===== config.mk =====
export PLATFORM = sky130hd
export DESIGN_NAME = lockstep_delay_line
export DESIGN_NICKNAME = d
export VERILOG_FILES = /design/src/rtl/lockstep_delay_line.sv
export SDC_FILE = /design/constraint.sdc
export NUM_CORES = 1
export LEC_CHECK = 0
export ABC_CLOCK_PERIOD_IN_PS = 1200
export BUFFER_PORTS_ARGS = -buffer_cell sky130_fd_sc_hd__buf_2
export CAP_MARGIN = 0
export CORE_MARGIN = 10
export CORE_UTILIZATION = 38
export CTS_CLUSTER_SIZE = 12
export DETAILED_ROUTE_END_ITERATION = 10
export GPL_ROUTABILITY_DRIVEN = 0
export HOLD_SLACK_MARGIN = 0.1
export PLACE_DENSITY_LB_ADDON = 0.05
export SYNTH_ARGS = -nofsm -noshare
export SYNTH_HDL_FRONTEND = slang
export SYNTH_SLANG_ARGS = --single-unit

===== constraint.sdc =====
create_clock -name clk -period 1.2 [get_ports clk]
set_input_delay 0 -clock clk [delete_from_list [all_inputs] [get_ports clk]]
set_output_delay 0 -clock clk [all_outputs]
set_load 0.02 [all_outputs]

===== src/rtl/lockstep_delay_line.sv =====
// lockstep_delay_line: DELAY-deep, W-bit shift register, async active-low
// reset clears every stage. DELAY=0 is a combinational pass-through.
//   clk   : clock
//   rst_n : asynchronous active-low reset
//   din   : input word
//   dout  : din delayed by DELAY cycles
module lockstep_delay_line #(
  parameter int unsigned DELAY = 2,
  parameter int unsigned W     = 104
) (
  input  logic         clk,
  input  logic         rst_n,
  input  logic [W-1:0] din,
  output logic [W-1:0] dout
);

  generate
    if (DELAY == 0) begin : g_pass
      logic unused_clk_rst;
      assign unused_clk_rst = clk ^ rst_n;
      assign dout = din;
    end else begin : g_regs
      logic [W-1:0] stage [DELAY];

      always_ff @(posedge clk or negedge rst_n) begin
        if (!rst_n) begin
          for (int unsigned i = 0; i < DELAY; i++) stage[i] <= '0;
        end else begin
          stage[0] <= din;
          for (int unsigned i = 1; i < DELAY; i++) stage[i] <= stage[i-1];
        end
      end

      assign dout = stage[DELAY-1];
    end
  endgenerate

endmodule


==> results.sh <==
export IMPL_clkTransAtPathRegs_ns=0.06
export IMPL_num_vias=3005
export IMPL_ios=210
export IMPL_dieWidth_um=146
export IMPL_antenna_found_initial=0
export IMPL_dp_slack_ns=0.633
export IMPL_grt_pass1_vias=3625
export IMPL_clkPwrFrac_pct=41.2
export IMPL_fin_crit_sh_pct=86.3
export IMPL_dr_pass1_iters=3
export IMPL_setup_tns_ns=0
export IMPL_synth_area_mm2=0.00599
export IMPL_postLayoutCoreUtil_pct=54.5
export IMPL_hold_violations=0
export IMPL_viasPerCell=3.86
export IMPL_drv_slew=0
export IMPL_track_usage_pct=11.9
export IMPL_place_port_buffers=209
export IMPL_postCtsSetupBuffers=0
export IMPL_worstPathArrival_ns=1.04
export IMPL_row_count=45
export IMPL_finalWirelength_um=12200
export IMPL_power_density_mw_per_mm2=1740
export IMPL_p_int_mw=11.4
export IMPL_endpoint_kind="primary output"
export IMPL_area_growth_pct=39.5
export IMPL_dp_cells=639
export IMPL_cp_slowest_cell="dfrtp_1"
export IMPL_critPathTopFamily="flip-flops"
export IMPL_status="finished, final reports clean"
export IMPL_hold_class="input pin to register"
export IMPL_nets=664
export IMPL_worst_pin_slew_ns=0.284
export IMPL_core_mm2=0.0153
export IMPL_antenna_left=0
export IMPL_max_freq_mhz=965
export IMPL_setup_viol=0
export IMPL_period_minus_slack_ns=1.04
export IMPL_layout_setup_ws_ns=0.164
export IMPL_route_detailed_drc=0
export IMPL_drv_cap=0
export IMPL_num_multi_input_gates=0
export IMPL_cp_max_fo=1
export IMPL_start_kind="register"
export IMPL_worst_ep_required_time_ns=1.20
export IMPL_grt_overflow=0
export IMPL_worstSetupPathType="register to primary output"
export IMPL_worst_clock_skew_ns=0.0129
export IMPL_avgSynthCellArea_um2=19.2
export IMPL_yosysSeqAreaShare_pct=87.0
export IMPL_crit_buf_inv=1
export IMPL_worstSkewPairLatency_ns=0.49
export IMPL_grt_pass1_wl_um=20200
export IMPL_syn_nets=418
export IMPL_dp_hpwl_um=8440
export IMPL_drt_first_iter_violations=52
export IMPL_cts_buffers_inserted=22
export IMPL_die_y_um=146
export IMPL_htreeDepth=1
export IMPL_cts_tree="built"
export IMPL_slowest_delay_ns=0.38
export IMPL_die_area_mm2=0.0212
export IMPL_grt_max_degree=49
export IMPL_fin_cells=778
export IMPL_p_leak_nw=4.08
export IMPL_vdd_ir_drop_max_v=0.00111
export IMPL_diodes=0
export IMPL_p_sw_share_pct=21.1
export IMPL_root_buffer="clkbuf_16"
export IMPL_rsz0062_at_grt="false"
export IMPL_synth_cell_types=2
export IMPL_ys_ff_latch=208
export IMPL_multi_input_area_um2=0
export IMPL_clockBufferDepth=3
export IMPL_cts_sinks=208
export IMPL_crit_chain="buf_2"
export IMPL_ys_warn_count=0
export IMPL_wl_per_cell_um=15.7
export IMPL_p_seq_share_pct=51.4
export IMPL_comb_power_share_pct=7.4
export IMPL_p_sw_mw=3.06
export IMPL_maxSlewHeadroom_pct=81.1
export IMPL_drive_gt1_share_pct=43.9
export IMPL_initial_utilization_pct=39.1
export IMPL_synthCells=312
## cell families after synthesis
| logic type | synth area share [%] |
|---|---|
| flip-flops | 87.0 |
| buffers and inverters | 13.0 |
## metrics by stage
stage / power, mW / cell area (um^2) / hold slack (ns)
after CTS: 14.8 / 8340 / 0.125
after floorplan: 8.06 / 5990 / -0.296
after global routing: 15.2 / 8350 / 0.134
after global placement: 8.38 / 6640 / -0.0201
final: 14.5 / 8350 / 0.150
after detailed placement: 8.40 / 6640 / -0.0170
## cells in the mapped netlist (all sizes together)
master | count | area, um^2
buf | 104 | 781
dfrtp | 208 | 5200
## per-layer routing
| metal | global-route usage, % | part of all wire (%) | vias to the layer above |
|---|---|---|---|
| met5 | 0 | 0 | - |
| met3 | 6.18 | 11 | 23 |
| li1 | - | - | 1340 |
| met2 | 18.9 | 49 | 143 |
| met1 | 13.8 | 38 | 1499 |
| met4 | 3.24 | 2.1 | 0 |
## cell type report
class | count | area (um^2)
Clock inverter | 4 | 20.0
Fill cell | 1301 | 6970
Tap cell | 211 | 264
Timing Repair Buffer | 326 | 2240
Sequential cell | 208 | 5200
Clock buffer | 29 | 618
## flip-flops by register name, indices dropped and copies added (netlist names)
register      cells
g_regs.stage    104
dout            104
## repair_timing
action                                  CTS  global route
endpoints found under the setup margin    0            92
resized for setup                         0             2
endpoints found under the hold margin   312             0
hold buffers                            106             0
## cell usage in the layout (no fill, tap or decap)
master,n
dlygate4sd3_1,106
clkbuf_16,23
clkinv_2,4
buf_4,8
dfrtp_1,208
clkbuf_8,2
buf_2,208
buf_12,4
clkbuf_1,4
## power groups by stage
stage               Clock [mW]  Sequential [mW]  Combinational [mW]
floorplan                    0             7.56               0.502
global placement             0             7.57               0.808
detailed placement           0             7.59               0.814
CTS                       6.22             7.46                1.10
global route              6.54             7.49                1.17
finish                    5.98             7.46                1.07
## path summary, 6_finish.rpt
kind	start	to	slack (ns)	cells after the start
min in group asynchronous	rst_n	g_regs.stage[126]$_DFF_PN0_	0.52	3
hold / removal	din[34]	g_regs.stage[138]$_DFF_PN0_	0.15	2
hold reg to reg	g_regs.stage[182]$_DFF_PN0_	dout[78]$_DFF_PN0_	0.34	0
setup / recovery	dout[1]$_DFF_PN0_	dout[1]	0.16	1
max in group asynchronous	rst_n	dout[38]$_DFF_PN0_	0.17	4
setup reg to reg	g_regs.stage[144]$_DFF_PN0_	dout[40]$_DFF_PN0_	0.71	0
No activity file was read; power rests on OpenSTA's default activity.
